### config.mk
export PLATFORM = sky130hd
export DESIGN_NAME = audio_rate_decimator
export DESIGN_NICKNAME = d
export VERILOG_FILES = /design/src/rtl/audio_rate_decimator.sv
export SDC_FILE = /design/constraint.sdc
export NUM_CORES = 1
export LEC_CHECK = 0
export BUFFER_PORTS_ARGS = -buffer_cell sky130_fd_sc_hd__buf_2
export CORE_MARGIN = 2
export CORE_UTILIZATION = 44
export DETAILED_ROUTE_END_ITERATION = 7
export REMOVE_ABC_BUFFERS = 1
export SKIP_CTS_REPAIR_TIMING = 1
export SLEW_MARGIN = 20
export SYNTH_ARGS = -nofsm -noshare
export SYNTH_HDL_FRONTEND = slang
export SYNTH_SLANG_ARGS = --single-unit
### constraint.sdc
create_clock -name clk -period 4.1 [get_ports clk]
set_clock_uncertainty 0.1 [all_clocks]
set_input_delay 0.615 -clock clk [delete_from_list [all_inputs] [get_ports clk]]
set_output_delay 0.615 -clock clk [all_outputs]
set_load 0.05 [all_outputs]
### src/rtl/audio_rate_decimator.sv
// audio_rate_decimator: IIR low-pass, NCO decimation to RATE_HZ, gain/saturation/volume, valid/ready + toggle output.
//   Optional macro AUDIO_DCBLOCK_EN inserts a one-pole DC blocker on the decimated stream.
//   clk, resetn (async, active-low); audio_l/audio_r signed IN_W inputs; volume 0 mute..3 unity;
//   out_l/out_r signed OUT_W pair, out_valid/out_ready handshake, out_tgl per new pair, overrun sticky.
module audio_rate_decimator #(
    parameter int CLK_HZ  = 31500000,
    parameter int RATE_HZ = 48000,
    parameter int IN_W    = 18,
    parameter int OUT_W   = 16,
    parameter int K       = 6,
    parameter int GAIN_SH = 1
) (
    input  logic             clk,
    input  logic             resetn,
    input  logic [IN_W-1:0]  audio_l,
    input  logic [IN_W-1:0]  audio_r,
    input  logic [1:0]       volume,
    output logic [OUT_W-1:0] out_l,
    output logic [OUT_W-1:0] out_r,
    output logic             out_valid,
    input  logic             out_ready,
    output logic             out_tgl,
    output logic             overrun
);
    localparam int PW = $clog2(CLK_HZ) + 1;
    localparam int SW = IN_W + K;
    localparam int SH = IN_W - OUT_W - GAIN_SH;
    localparam logic [PW-1:0] INC = PW'(RATE_HZ);
    localparam logic [PW-1:0] MOD = PW'(CLK_HZ);

    function automatic logic [SW-1:0] iir_next(input logic [SW-1:0] s, input logic [IN_W-1:0] x);
        logic signed [SW:0] d;
        logic signed [SW:0] q;
        // one extra bit so (x<<K) - s cannot overflow before the shift
        d = {x[IN_W-1], x, {K{1'b0}}} - {s[SW-1], s};
        q = d >>> K;
        return s + q[SW-1:0];
    endfunction

    function automatic logic [OUT_W-1:0] post(input logic [IN_W-1:0] f, input logic [1:0] vol);
        logic signed [IN_W-1:0] v;
        logic signed [OUT_W-1:0] c, q1, q2;
        v = $signed(f) >>> SH;
        c = (&v[IN_W-1:OUT_W-1] | ~|v[IN_W-1:OUT_W-1]) ? v[OUT_W-1:0]
            : {v[IN_W-1], {(OUT_W-1){~v[IN_W-1]}}};
        q1 = c >>> 1;
        q2 = c >>> 2;
        return vol == 2'd0 ? '0 : vol == 2'd1 ? q2 : vol == 2'd2 ? q1 : c;
    endfunction

    logic [PW-1:0]   phase, sum;
    logic            tick;
    logic [SW-1:0]   s_l, s_r;
    logic [IN_W-1:0] f_l, f_r, g_l, g_r, p1_l, p1_r;
    logic            p1_v;

    always_comb begin
        sum  = phase + INC;
        tick = sum >= MOD;
        f_l  = s_l[SW-1:K];
        f_r  = s_r[SW-1:K];
    end

`ifdef AUDIO_DCBLOCK_EN
    function automatic logic [IN_W+1:0] dc_y(input logic [IN_W-1:0] f, input logic [IN_W-1:0] fp,
                                             input logic [IN_W+1:0] yp);
        logic [IN_W+2:0] d;
        // yp[IN_W+1:8] with sign fill is yp >>> 8
        d = {{3{f[IN_W-1]}}, f} - {{3{fp[IN_W-1]}}, fp} + {yp[IN_W+1], yp}
            - {{9{yp[IN_W+1]}}, yp[IN_W+1:8]};
        return (d[IN_W+2] == d[IN_W+1]) ? d[IN_W+1:0] : {d[IN_W+2], {(IN_W+1){~d[IN_W+2]}}};
    endfunction

    function automatic logic [IN_W-1:0] sat_in(input logic [IN_W+1:0] y);
        return (&y[IN_W+1:IN_W-1] | ~|y[IN_W+1:IN_W-1]) ? y[IN_W-1:0]
               : {y[IN_W+1], {(IN_W-1){~y[IN_W+1]}}};
    endfunction

    logic [IN_W-1:0] fp_l, fp_r;
    logic [IN_W+1:0] yp_l, yp_r, yn_l, yn_r;

    always_comb begin
        yn_l = dc_y(f_l, fp_l, yp_l);
        yn_r = dc_y(f_r, fp_r, yp_r);
        g_l  = sat_in(yn_l);
        g_r  = sat_in(yn_r);
    end

    always_ff @(posedge clk or negedge resetn)
        if (!resetn) begin
            fp_l <= '0;
            fp_r <= '0;
            yp_l <= '0;
            yp_r <= '0;
        end else if (tick) begin
            fp_l <= f_l;
            fp_r <= f_r;
            yp_l <= yn_l;
            yp_r <= yn_r;
        end
`else
    always_comb begin
        g_l = f_l;
        g_r = f_r;
    end
`endif

    always_ff @(posedge clk or negedge resetn)
        if (!resetn) begin
            phase     <= '0;
            s_l       <= '0;
            s_r       <= '0;
            p1_v      <= 1'b0;
            p1_l      <= '0;
            p1_r      <= '0;
            out_l     <= '0;
            out_r     <= '0;
            out_valid <= 1'b0;
            out_tgl   <= 1'b0;
            overrun   <= 1'b0;
        end else begin
            phase <= tick ? sum - MOD : sum;
            s_l   <= iir_next(s_l, audio_l);
            s_r   <= iir_next(s_r, audio_r);
            p1_v  <= tick;
            if (tick) begin
                p1_l <= g_l;
                p1_r <= g_r;
            end
            // a new pair always wins; losing an unaccepted one is flagged
            if (p1_v) begin
                out_l     <= post(p1_l, volume);
                out_r     <= post(p1_r, volume);
                out_valid <= 1'b1;
                out_tgl   <= ~out_tgl;
                if (out_valid && !out_ready)
                    overrun <= 1'b1;
            end else if (out_ready)
                out_valid <= 1'b0;
        end
endmodule

==> results by stage, run 1 <==
Power and ir drop:
- The worst-case vdd ir drop is 726 uV.
- Summing internal, switching and leakage power gives 14.0 mW.
- Per report_power, the sequential group accounts for 14.1% of the total.
- Internal power comes to 8.22 mW.
- Of the total power, the clock network draws 11.1%.
- In this run the power spent charging and discharging nets is 5.82 mW.
- For this design the static power due to leakage is 6.65 nW.
- In this run, the combinational gates consume 74.7% of the power.
- The switching share of total power is 41.5%.
- For this design the ratio of total power to cell area is 1030 nW/um2.

Placed design:
- The cell area reported after detailed placement is 12700 um2.
- After legalization and detailed placement, the total HPWL measured 21400 um.
- The post-placement worst setup slack is -0.630 ns.
- Counting tap cells, the placed design contains a total of 1742 instances.
- The congestion estimate from routability-driven global placement came to 0.877.
- During placement, the flow inserted port buffers numbering 75.

Worst setup path:
- The endpoint type of the worst setup path is a register.
- Among cell families on the critical path, the largest total delay comes from compound AO/OA/AOI/OAI gates.
- The type of the setup path with the least slack is register to register.
- Together, buffers and inverters on the worst path number 4.
- STA classifies the critical path startpoint as a register.
- The required arrival time at the worst endpoint is 4.35 ns.
- The arrival time of the worst setup path is 4.38 ns.
- The cell seen most often among critical-path stages is sky130_fd_sc_hd__buf_4.
- For this design, the slowest cell found on the critical path is sky130_fd_sc_hd__dfrtp_1.
- The highest cell delay on the worst timing path is 0.39 ns.
- Walking the worst path, the cells encountered are nor4_2 -> buf_4 -> a41oi_2 -> o221ai_2 -> a31oi_1 -> buf_4 -> o21ai_2 -> buf_4 -> a21oi_2 -> o21bai_1 -> xor2_1 -> ha_1 -> buf_4 -> a21o_1 -> a21oi_2 -> nor2_1 -> nor2_2 -> o41ai_4 -> mux2_2 -> a21oi_2 -> xnor2_1.
- The largest fanout on the critical path is 4.

Yosys:
- The average size of a mapped cell is 8.92 um2.
- The synthesized netlist devotes 11.2% of its cell area to adder and majority cells.
- The count of flip-flops with a built-in enable after synthesis is 0.
- The synthesized netlist contains 80 unique library cells.
- The mux cell area share after synthesis is 5.40%.
- For this run, the register share of the synthesized area comes to 32.9%.
- The post-synthesis cell count is 1184.
- In this run the cell area of the synthesized design comes to 10600 um2.
- The dominant combinational cell family by area after synthesis is compound AO/OA/AOI/OAI gates.
- The parity-gate share of the synthesized area counting xor and xnor cells is 7.63%.
- During synthesis, Yosys emitted a total of 0 warnings.
- The fraction of the mapped netlist area in simple logic gates is 14.5%.
- In this run, synthesis produced a sequential element count of 139.
- After synthesis, the share of flip-flops with an asynchronous set or reset is 100%.
- Summing the areas of all compound-gate instances in the mapped netlist gives 23.6% of the synthesized area.
- In the synthesized netlist the dominant register cell turns out to be sky130_fd_sc_hd__dfrtp_1.

Global route:
- The initial antenna violation count is 0.
- The total global-route track usage is 22.0%.
- The first-pass GRT wire length is 46100 um.
- For this run the aggregate overflow at the end of global routing stands at 0.
- The maximum number of pins on one net before global-route repair is 78.
- The number of global-route vias before repair was 9297.

Die:
- The number of placed I/O pins is 76.
- Once the floorplan was initialized, standard cells occupied 44.9% of the core.
- The region available for standard cell placement spans 23500 um2.
- The die span in y is 159 um.
- From left edge to right edge, the die measures 159 um.
- After floorplanning, the core was divided into 56 placement rows.
- The die outline area is 25300 um2.

Detailed routing:
- The total length of routed wires is 28200 um.
- The first TritonRoute pass finished after 5 iterations.
- The DRC violation count after routing is 0.
- Across all layers, the routed design uses 9731 vias.
- In the routed layout, each cell is associated on average with a via count of 5.47.
- Dividing the detail-routed wire length by the instance count gives 15.9 um.
- The DRC marker count from the first detailed-route iteration is 469.
- The post-detailed-route count of antenna-violating nets is 0.

Finish:
- The share of cells above drive strength 1 is 27.5%.
- At the end of the flow, the number of nets in the layout was 1583.
- The area overhead of the layout relative to synthesis is 29.4%.
- The final cell utilization of the core is 58.1%.
- The final standard cell count with taps included and fillers excluded is 1779.
- The repair_antennas step left the layout with diodes totalling 0.
- After routing the design area is 13700 um2.

Clocking:
- TritonCTS built the clock tree.
- The total number of H-tree levels is 4.
- The sink count of the clock tree is 139.
- For the worst-skew pair, the clock arrives at the later sink with an insertion delay of 0.43 ns.
- CTS placed an instance of sky130_fd_sc_hd__clkbuf_16 at the clock tree root.
- Clock-pin slew was measured on the worst setup and hold paths at 0.06 ns.
- The maximum clock path buffer count is 2.
- The number of buffers created by CTS is 17.

Timing:
- The final number of hold-violating endpoints is 0.
- The smallest clock period supported by the final layout is computed as 4.12 ns.
- The total setup violations reported at the end of the flow is 2.
- Final hold analysis gives a worst-case slack of 0.0974 ns.
- After layout, the worst setup slack is -0.0242 ns.
- The max-slew headroom at the worst pin is 46.8%.
- The share of the cycle needed by the critical path after routing is 101%.
- The count of final max-slew check failures is 0.
- The peak clock frequency supported by timing is 242 MHz.
- The total negative setup slack is -0.0280 ns.
- The transition time at the pin with the least slew margin is 0.797 ns.
- Setup repair after global routing could not meet its margin everywhere.

Outcome:
- The flow ran to the end, but the final reports show violations.
- The final reports fail on setup timing.

Hold path:
- The worst min-delay path class is primary input to async pin.

Flow run:
- The number of violations of the max-capacitance limit is 0.
-- synthesized netlist by cell type, types with 10 or more instances --
cell	instances	area share, %
sky130_fd_sc_hd__nand2_1	75	2.7
sky130_fd_sc_hd__nor2_1	88	3.1
sky130_fd_sc_hd__xor2_1	21	1.7
sky130_fd_sc_hd__mux2_1	26	2.8
sky130_fd_sc_hd__nor3_1	30	1.4
sky130_fd_sc_hd__o21a_1	19	1.4
sky130_fd_sc_hd__a21o_1	37	2.6
sky130_fd_sc_hd__clkbuf_1	31	1.1
sky130_fd_sc_hd__nor2b_1	21	1.2
sky130_fd_sc_hd__a211oi_1	22	1.6
sky130_fd_sc_hd__mux2i_1	12	1.1
sky130_fd_sc_hd__o31ai_1	10	0.71
sky130_fd_sc_hd__inv_1	79	2.8
sky130_fd_sc_hd__xnor2_1	71	5.9
sky130_fd_sc_hd__dfrtp_1	139	33
sky130_fd_sc_hd__o21ai_0	71	3.4
sky130_fd_sc_hd__nand2b_1	14	0.83
sky130_fd_sc_hd__mux2_2	14	1.5
sky130_fd_sc_hd__ha_1	91	11
sky130_fd_sc_hd__a21oi_1	101	4.8
sky130_fd_sc_hd__and3_1	10	0.59
sky130_fd_sc_hd__nand3_1	21	0.99
sky130_fd_sc_hd__a2111oi_0	11	0.91
-- layer usage --
metal,part of all wire (%),wire length [um],GRT usage [%]
met3,3.1,880,3.18
met1,47,13400,29.5
met2,48,13500,37.5
met4,1.6,450,5.87
met5,0,0,0
-- sequential cells by signal, indices dropped and copies added (netlist names) --
| signal | cells |
|---|---|
| p1_l | 17 |
| phase | 21 |
| p1_v | 1 |
| p1_r | 17 |
| out_l | 16 |
| out_valid | 1 |
| s_r | 24 |
| overrun | 1 |
| out_r | 16 |
| out_tgl | 1 |
| s_l | 24 |
-- final timing paths --
path	startpoint	end	slack, ns	cells after the start
max reg2reg	s_l[4]	s_l[23]	-0.02	21
min reg2reg	out_tgl	out_tgl	0.36	1
max	s_l[4]	s_l[23]	-0.02	21
max in group asynchronous	resetn	p1_r[14]	2.94	2
min	resetn	s_l[13]	0.1	1
min in group clk	out_tgl	out_tgl	0.36	1
-- cell type report --
cell class                      count  area [um2]
Fill cell                        2174        9870
Multi-Input combinational cell    922        6900
Sequential cell                   139        3480
Timing Repair Buffer              289        2020
Clock buffer                       18         429
Tap cell                          319         399
Inverter                           80         300
Clock inverter                     12         150
-- cell families (layout without fill, tap and decap cells) --
kind of cell	after synthesis	after routing
AO/OA/AOI/OAI	374	374
XOR/XNOR	92	92
adder cells (fa/ha/maj)	93	93
buffers and inverters	123	399
flip-flops	139	139
multiplexers	52	52
AND/OR/NAND/NOR	311	311
-- worst reg2reg max path: stages (launching register included) --
cell	delay [ns]
sky130_fd_sc_hd__dfrtp_1	0.39
sky130_fd_sc_hd__nor4_2	0.27
sky130_fd_sc_hd__buf_4	0.16
sky130_fd_sc_hd__a41oi_2	0.15
sky130_fd_sc_hd__o221ai_2	0.27
sky130_fd_sc_hd__a31oi_1	0.14
sky130_fd_sc_hd__buf_4	0.17
sky130_fd_sc_hd__o21ai_2	0.18
sky130_fd_sc_hd__buf_4	0.16
sky130_fd_sc_hd__a21oi_2	0.06
sky130_fd_sc_hd__o21bai_1	0.15
sky130_fd_sc_hd__xor2_1	0.21
sky130_fd_sc_hd__ha_1	0.28
sky130_fd_sc_hd__buf_4	0.15
sky130_fd_sc_hd__a21o_1	0.16
sky130_fd_sc_hd__a21oi_2	0.14
sky130_fd_sc_hd__nor2_1	0.06
sky130_fd_sc_hd__nor2_2	0.16
sky130_fd_sc_hd__o41ai_4	0.12
sky130_fd_sc_hd__mux2_2	0.30
sky130_fd_sc_hd__a21oi_2	0.13
sky130_fd_sc_hd__xnor2_1	0.13
-- cells in the final DEF (no fill, tap or decap), types with 10 or more instances in the layout --
cell type and n:
sky130_fd_sc_hd__buf_4 211, sky130_fd_sc_hd__dfrtp_1 139, sky130_fd_sc_hd__a21oi_1 87, sky130_fd_sc_hd__ha_1 87, sky130_fd_sc_hd__nor2_1 85, sky130_fd_sc_hd__inv_1 77
sky130_fd_sc_hd__nand2_1 74, sky130_fd_sc_hd__buf_2 74, sky130_fd_sc_hd__xnor2_1 70, sky130_fd_sc_hd__o21ai_0 62, sky130_fd_sc_hd__a21o_1 37, sky130_fd_sc_hd__nor3_1 27
sky130_fd_sc_hd__mux2_1 26, sky130_fd_sc_hd__xor2_1 21, sky130_fd_sc_hd__a211oi_1 21, sky130_fd_sc_hd__nor2b_1 20, sky130_fd_sc_hd__nand3_1 19, sky130_fd_sc_hd__o21a_1 18
sky130_fd_sc_hd__clkbuf_16 17, sky130_fd_sc_hd__nand2b_1 14, sky130_fd_sc_hd__mux2_2 14, sky130_fd_sc_hd__o21ai_1 13, sky130_fd_sc_hd__a21oi_2 12, sky130_fd_sc_hd__mux2i_1 12
sky130_fd_sc_hd__and3_1 10
-- power groups by stage --
stage / logic (mW) / registers, mW / clock network, mW
2_1_floorplan: 5.75 / 1.94 / 0
3_3_place_gp: 9.40 / 2.00 / 0
3_5_place_dp: 9.54 / 2.00 / 0
4_1_cts: 9.61 / 1.98 / 1.59
5_1_grt: 11.6 / 2.01 / 1.65
6_report: 10.5 / 1.98 / 1.56
(Power assumes the default switching activity.)
==> run 2, diff against run 1 <==
==> constraint.sdc (replaced) <==
create_clock -name clk -period 4.4 [get_ports clk]
set_clock_uncertainty 0.1 [all_clocks]
set_input_delay 0.66 -clock clk [delete_from_list [all_inputs] [get_ports clk]]
set_output_delay 0.66 -clock clk [all_outputs]
set_load 0.05 [all_outputs]
==> run 2 against run 1 <==
Compared with the run above:
- the run now ends clean
- via count shrank 4.1%
- wire length shrank 4.3%
- sequential power shrank 5%
- non-clock buffer count shrank 80
- global-route usage shrank 0.23 points
- register-to-register slack gained 0.18 ns
- clock power shrank 12%
- count of clock-buffer cells in the layout grew 1
- largest power group unchanged
==> results by stage, run 2 (same netlist as run 1, synthesis figures left out) <==
Flow run:
- The number of violations of the max-capacitance limit is 0.

Power and ir drop:
- The power per cell area is 907 nW/um2.
- The leakage dissipation is 6.21 nW.
- The total power consumption of the routed design is 11.7 mW.
- The worst-case vdd ir drop is 486 uV.

Die:
- The floorplan core area is 23500 um2.
- Pin placement for this block handled 76 I/O pins.
- The die span in y is 159 um.
- The initial standard-cell utilization of the core is 44.9%.
- In this run the core area contains 56 standard-cell rows.
- The die covers 25300 um2.
- The die is 159 um wide.

Detailed routing:
- In the routed design, unresolved DRC markers number 0.
- The first routing iteration left 518 violations.
- The routed length per placed instance is 15.9 um.
- The total length of routed wires is 27000 um.
- The detailed-routing iteration count for the pre-antenna-repair pass is 7.
- The detail route stage leaves a number of antenna-violating nets equal to 0.
- The number of vias per cell after detailed routing is 5.49.
- The detailed router placed 9330 vias in this run.

Finish:
- Once layout is complete, the cells apart from fillers number 1699.
- The number of antenna diodes in the final layout is 0.
- Of the cells placed in the final design, the portion with a size suffix greater than 1 is 21.4%.
- The layout has 2219 filler cells.
- The cell area after layout is 12900 um2.
- Relative to the synthesized area, the layout overhead comes to 21.8%.
- The final layout contains 1503 nets.
- The largest registers in the layout are s_l (24), s_r (24), phase (21).
- The most frequent standard cell in the layout excluding fill and tap cells is sky130_fd_sc_hd__dfrtp_1.
- Registers take 3480 um2.
- The area taken by multi-input logic gates is 6730 um2.
- In the layout the commonest cells are sky130_fd_sc_hd__dfrtp_1 (139), sky130_fd_sc_hd__buf_4 (132), sky130_fd_sc_hd__a21oi_1 (95), sky130_fd_sc_hd__ha_1 (90), sky130_fd_sc_hd__nor2_1 (87).

Placed design:
- The cell area reported after detailed placement is 12100 um2.
- The routability congestion estimate is 0.919.
- The post-placement worst setup slack is -0.397 ns.
- The HPWL reported at the end of detailed placement is 20400 um.
- The number of placed cells counting well taps is 1665.
- Input and output buffers added on the ports amount to 75.

Timing:
- Setup repair after global routing could not meet its margin everywhere.
- The max-slew headroom at the worst pin is 30.6%.
- After layout, the worst path uses 96.4% of the clock period.
- The transition time at the pin with the least slew margin is 1.04 ns.
- The final number of hold-violating endpoints came to 0.
- Across all hold checks on the routed design, the worst slack comes to 0.219 ns.
- The count of final max-slew check failures is 0.
- Subtracting the final worst setup slack from the clock period gives 4.24 ns.
- The peak clock frequency supported by timing is 236 MHz.
- The final setup slack of the worst path is 0.159 ns.
- Setup violations remaining at the end of the flow were counted as 0.

Worst setup path:
- The type of the setup path with the least slack is register to register.
- The endpoint type of the worst setup path is a register.
- The worst register-to-register path ends at s_r[20].
- Of all nets on the critical path, the largest fanout is 4.
- STA puts the critical path data required time at 4.64 ns.
- The slack of the worst reg-to-reg path is 0.16 ns.
- The length in cells of the worst reg-to-reg path is 17.
- The cell with the largest stage delay on the worst path is sky130_fd_sc_hd__a2111oi_0.
- The source of the worst register-to-register timing path is s_r[7].
- The launching element type of the critical path is a register.
- The signal on the critical path passes through inv_2 -> ha_4 -> or3_4 -> a21oi_4 -> a21oi_1 -> and2_1 -> o21a_1 -> o31a_1 -> ha_1 -> a2111oi_0 -> o21ai_0 -> a21oi_1 -> o211ai_1 -> nand2_1 -> o2111ai_1 -> a21oi_1 -> xnor2_1.
- Data arrives at the worst endpoint at 4.48 ns.
- The highest cell delay on the worst timing path is 0.45 ns.
- The number of buffers and inverters on the critical path is 1.
- The cell seen most often among critical-path stages is sky130_fd_sc_hd__a21oi_1.
- Among cell families on the critical path, the largest total delay comes from compound AO/OA/AOI/OAI gates.

Clocking:
- Clock-pin slew was measured on the worst setup and hold paths at 0.06 ns.
- The clock tree from TritonCTS is yes.
- The root buffer cell is sky130_fd_sc_hd__clkbuf_16.
- The sink count of the clock tree is 139.
- The clock passes through at most 2 buffers.
- The number of buffers created by CTS is 17.
- The clock latency on the worst-skew pair is 0.42 ns.
- The total number of H-tree levels is 4.

Global route:
- The maximum number of pins on one net before global-route repair is 106.
- The global route total overflow is 0.
- Global routing used 21.8% of the available tracks.
- The initial antenna violation count was 0.
- The first-pass GRT wire length is 45500 um.
- The number of global-route vias before repair is 9165.

Hold path:
- The worst hold path belongs to the class primary input to async pin.

Outcome:
- The run finished with clean final reports.
==> run 2: changes by cell type in the layout (fill, tap and decap cells not counted), moves of 3 or more <==
cell | previous run | this run
sky130_fd_sc_hd__o21ai_1 | 13 | 9
sky130_fd_sc_hd__ha_4 | 4 | 1
sky130_fd_sc_hd__buf_4 | 211 | 132
sky130_fd_sc_hd__o21ai_0 | 62 | 68
sky130_fd_sc_hd__a21oi_1 | 87 | 95
sky130_fd_sc_hd__ha_1 | 87 | 90
sky130_fd_sc_hd__a21oi_2 | 12 | 5
==> run 2: worst max-delay path by stage <==
stage | startpoint | endpoint | slack, ns | cells after the start
after floorplan | audio_l[1] | s_l[23] | -0.23 | 14
after global placement | audio_r[1] | s_r[23] | -0.30 | 19
after detailed placement | audio_r[2] | s_r[23] | -0.40 | 18
after CTS | s_r[9] | s_r[23] | -0.05 | 18
after global routing | s_r[7] | s_r[23] | -0.05 | 19
final | s_r[7] | s_r[20] | 0.16 | 17
==> run 2: cell type report <==
class                      instances  share of cell area, %
tap                              319                   3.10
sequential                       139                   27.0
multi-input combinational        922                   52.3
clock inverter                    11                  0.758
clock buffer                      19                   3.52
inverter                          80                   2.33
timing repair buffer             209                   11.0
==> run 2: through the flow <==
step | TNS [ns] | utilization (%)
floorplan | -0.311 | -
global route | -0.0948 | 54.7
detailed placement | -2.50 | 51.5
global placement | -1.67 | 51.5
finish | 0 | 54.7
CTS | -0.148 | 53.9
==> run 2: report_power, final <==
part / total, mW / internal [mW] / switching (mW)
Sequential: 1.88 / 1.65 / 0.230
Clock: 1.37 / 0.798 / 0.568
Combinational: 8.42 / 4.32 / 4.11
Total: 11.7 / 6.76 / 4.91
==> run 2: layer usage <==
layer	global-route usage (%)	up-vias	routed length, um
li1	-	4685	-
met1	29.8	4440	13000
met2	36.3	173	12700
met3	2.97	32	831
met4	6.20	0	462
met5	0	-	0
==> run 3, diff against run 2 <==
--- a/config.mk
+++ b/config.mk
@@ -9,9 +9,9 @@
 export CORE_MARGIN = 2
 export CORE_UTILIZATION = 44
 export DETAILED_ROUTE_END_ITERATION = 7
+export PLACE_DENSITY_LB_ADDON = 0.05
 export REMOVE_ABC_BUFFERS = 1
 export SKIP_CTS_REPAIR_TIMING = 1
-export SLEW_MARGIN = 20
 export SYNTH_ARGS = -nofsm -noshare
 export SYNTH_HDL_FRONTEND = slang
 export SYNTH_SLANG_ARGS = --single-unit
==> run 3 against run 2 <==
Compared with the run above:
- sequential power is essentially flat
- maximum frequency grew 0.47%
- total power shrank 0.67%
- die area is the same
==> results by stage, run 3 (same netlist as run 1, synthesis figures left out) <==
Detailed routing:
- The detailed router finished its first iteration with 521 violations.
- The final layout contains routed wiring with a total length of 26600 um.
- Dividing the detail-routed via count by the number of cells gives 5.46.
- The routed length per placed instance is 15.7 um.
- After detailed routing, the number of remaining DRC violations is 0.
- The detailed-routing iteration count for the pre-antenna-repair pass is 5.
- Across all layers, the routed design uses 9242 vias.
- The post-detailed-route count of antenna-violating nets is 0.

Die:
- The floorplan core area is 23500 um2.
- The overall die width is 159 um.
- For this design the top-level I/O count stands at 76.
- The row count is 56.
- Measured along the y axis, the die boundary spans 159 um.
- The initial standard-cell utilization of the core is 44.9%.
- The die covers 25300 um2.

Timing:
- Setup repair after global routing could not meet its margin everywhere.
- The count of final max-slew check failures is 0.
- The peak clock frequency supported by timing is 237 MHz.
- Headroom to the max-slew limit came out at 40.5%.
- Setup violations remaining at the end of the flow were counted as 0.
- At the pin with the least slew margin, the transition time is 0.870 ns.
- The time the worst path needs with I/O delays and setup is 4.22 ns.
- The worst hold slack after final layout is 0.160 ns.
- Of the available clock period, the critical path in the final layout requires 95.9%.
- The final number of hold-violating endpoints is 0.

Worst setup path:
- Setup slack on the worst reg-to-reg path comes out at 0.18 ns.
- The slowest stage of the critical path is the sky130_fd_sc_hd__or4b_2 cell.
- The setup path with the least slack is of type register to register.
- The endpoint of the lowest-slack register-to-register path is s_r[21].
- The endpoint type of the worst setup path is a register.
- The launching element type of the critical path is a register.
- The highest cell delay on the worst timing path is 0.60 ns.
- The cell seen most often among critical-path stages is sky130_fd_sc_hd__o21ai_0.
- Counting cells, the worst reg-to-reg path comes to 19.
- The startpoint identified for the worst register-to-register timing path is s_r[7].
- The required arrival time at the worst endpoint is 4.60 ns.
- The largest fanout on the critical path is 5.
- For the worst setup path, the data arrival time is 4.42 ns.
- Walking the worst path, the cells encountered are inv_2 -> ha_4 -> or3_1 -> a21oi_2 -> a211oi_2 -> o31ai_2 -> a21boi_1 -> o21a_1 -> or4b_2 -> nand4_1 -> ha_1 -> a21o_1 -> a41o_1 -> a21oi_1 -> o21ai_0 -> nor3_1 -> o21ai_0 -> o21ai_0 -> xnor2_1.

Placed design:
- The number of placed cells counting well taps is 1663.
- In this run the cell area measured after placement is 12100 um2.
- The routability congestion estimate is 0.847.
- Detailed placement finished with a half-perimeter wire length of 20200 um.
- During placement, the flow inserted port buffers numbering 75.

Finish:
- In the final layout, the share of cells above drive strength 1 is 20.4%.
- The library cells used most frequently in the layout, excluding fill and tap cells, are sky130_fd_sc_hd__dfrtp_1 (139), sky130_fd_sc_hd__buf_4 (126), sky130_fd_sc_hd__a21oi_1 (98), sky130_fd_sc_hd__ha_1 (90), sky130_fd_sc_hd__nor2_1 (88).
- Once layout is done, the placed cells without fillers occupy 12800 um2.
- Counting the fill cells in the layout gives 2262.
- The count of antenna diodes in the layout is 0.
- After the flow finishes, the layout carries non-filler instances totaling 1694.
- Compared with the post-synthesis result, the final layout area differs by 21.4%.
- The library cell used most frequently in the layout, excluding fill and tap cells, is sky130_fd_sc_hd__dfrtp_1.
- The final cell utilization of the core is 54.5%.
- In the final design database the tool counted 1497 nets.
- In the final layout, the registers with the most flip-flops are s_l (24), s_r (24), phase (21).

Hold path:
- The worst min-delay path class is primary input to async pin.

Global route:
- The maximum number of pins on one net before global-route repair is 83.
- The first global-routing pass estimated 45000 um of wire.
- The initial antenna violation count is 0.
- Global routing finished with a remaining overflow of 0.
- Global routing used 21.4% of the available tracks across all layers.
- The number of global-route vias before repair is 9067.

Power and ir drop:
- The total power consumption of the routed design is 11.6 mW.
- The power per cell area is 904 nW/um2.
- The worst-case vdd ir drop is 626 uV.
- The leakage dissipation is 6.20 nW.

Clocking:
- Counting the buffers created by CTS gives 17.
- The clock passes through at most 2 buffers.
- The tree is rooted in a sky130_fd_sc_hd__clkbuf_16.
- The sink count of the clock tree is 139.
- The clock latency on the worst-skew pair is 0.42 ns.
- In this run the number of H-tree levels came out at 4.
- The clock-pin slew of the registers on the worst-case setup and hold paths is 0.06 ns.
- TritonCTS built the clock tree.

Flow run:
- Across the run, the number of max-cap violations was 0.

Outcome:
- The run finished with clean final reports.
## run 3: cell types whose count changed in the layout (fill, tap and decap cells not counted), sizes merged
cell / delta
clkinv: -2
bufinv: +2
buf: -6
inv: -1
clkbuf: +2
## run 3: report_power, final
part | leakage, nW | switching, mW | internal (mW) | total (mW)
registers | 1.72 | 0.243 | 1.65 | 1.89
logic | 4.21 | 4.04 | 4.19 | 8.22
clock network | 0.281 | 0.557 | 0.919 | 1.48
total | 6.20 | 4.84 | 6.75 | 11.6
## run 3: worst max-delay path, delay by kind of cell, from the launching register on
kind            cells  cell delay (ns)
fa+ha+maj           2             0.44
simple gates        4             1.22
xor+xnor            1             0.14
flops               1             0.41
compound gates     11             1.71
buf+inv             1             0.08
## run 3: worst max path at each step
stage,from,endpoint,slack [ns],cells past startpoint
finish,s_r[7],s_r[21],0.18,19
CTS,s_l[4],s_l[23],-0.07,19
detailed placement,audio_l[1],s_l[23],-0.37,20
global placement,audio_l[1],s_l[23],-0.39,20
floorplan,audio_l[1],s_l[23],-0.23,14
global route,s_r[7],s_r[23],-0.08,19
## run 3: final cells by class
| cell class | instances | area [um2] | area share, % |
|---|---|---|---|
| well taps | 319 | 399 | 3.11 |
| repair buffers | 203 | 1370 | 10.7 |
| multi-input cells | 922 | 6670 | 52.0 |
| inverters | 80 | 300 | 2.34 |
| clock inverters | 10 | 143 | 1.11 |
| clock buffers | 21 | 460 | 3.59 |
| flip-flops and latches | 139 | 3480 | 27.1 |
## run 3: through the flow
| step | setup slack (ns) | TNS, ns |
|---|---|---|
| after floorplan | -0.231 | -0.311 |
| after detailed placement | -0.372 | -2.08 |
| after global routing | -0.0812 | -0.212 |
| after global placement | -0.386 | -2.06 |
| after CTS | -0.0689 | -0.0745 |
| final | 0.179 | 0 |
## run 3: layer usage
metal | vias up | part of all wire (%) | track usage (%)
met2 | 147 | 47 | 35.6
met5 | - | 0 | 0
met3 | 14 | 3.7 | 3.72
met4 | 0 | 0.97 | 4.55
met1 | 4394 | 48 | 29.5
li1 | 4687 | - | -
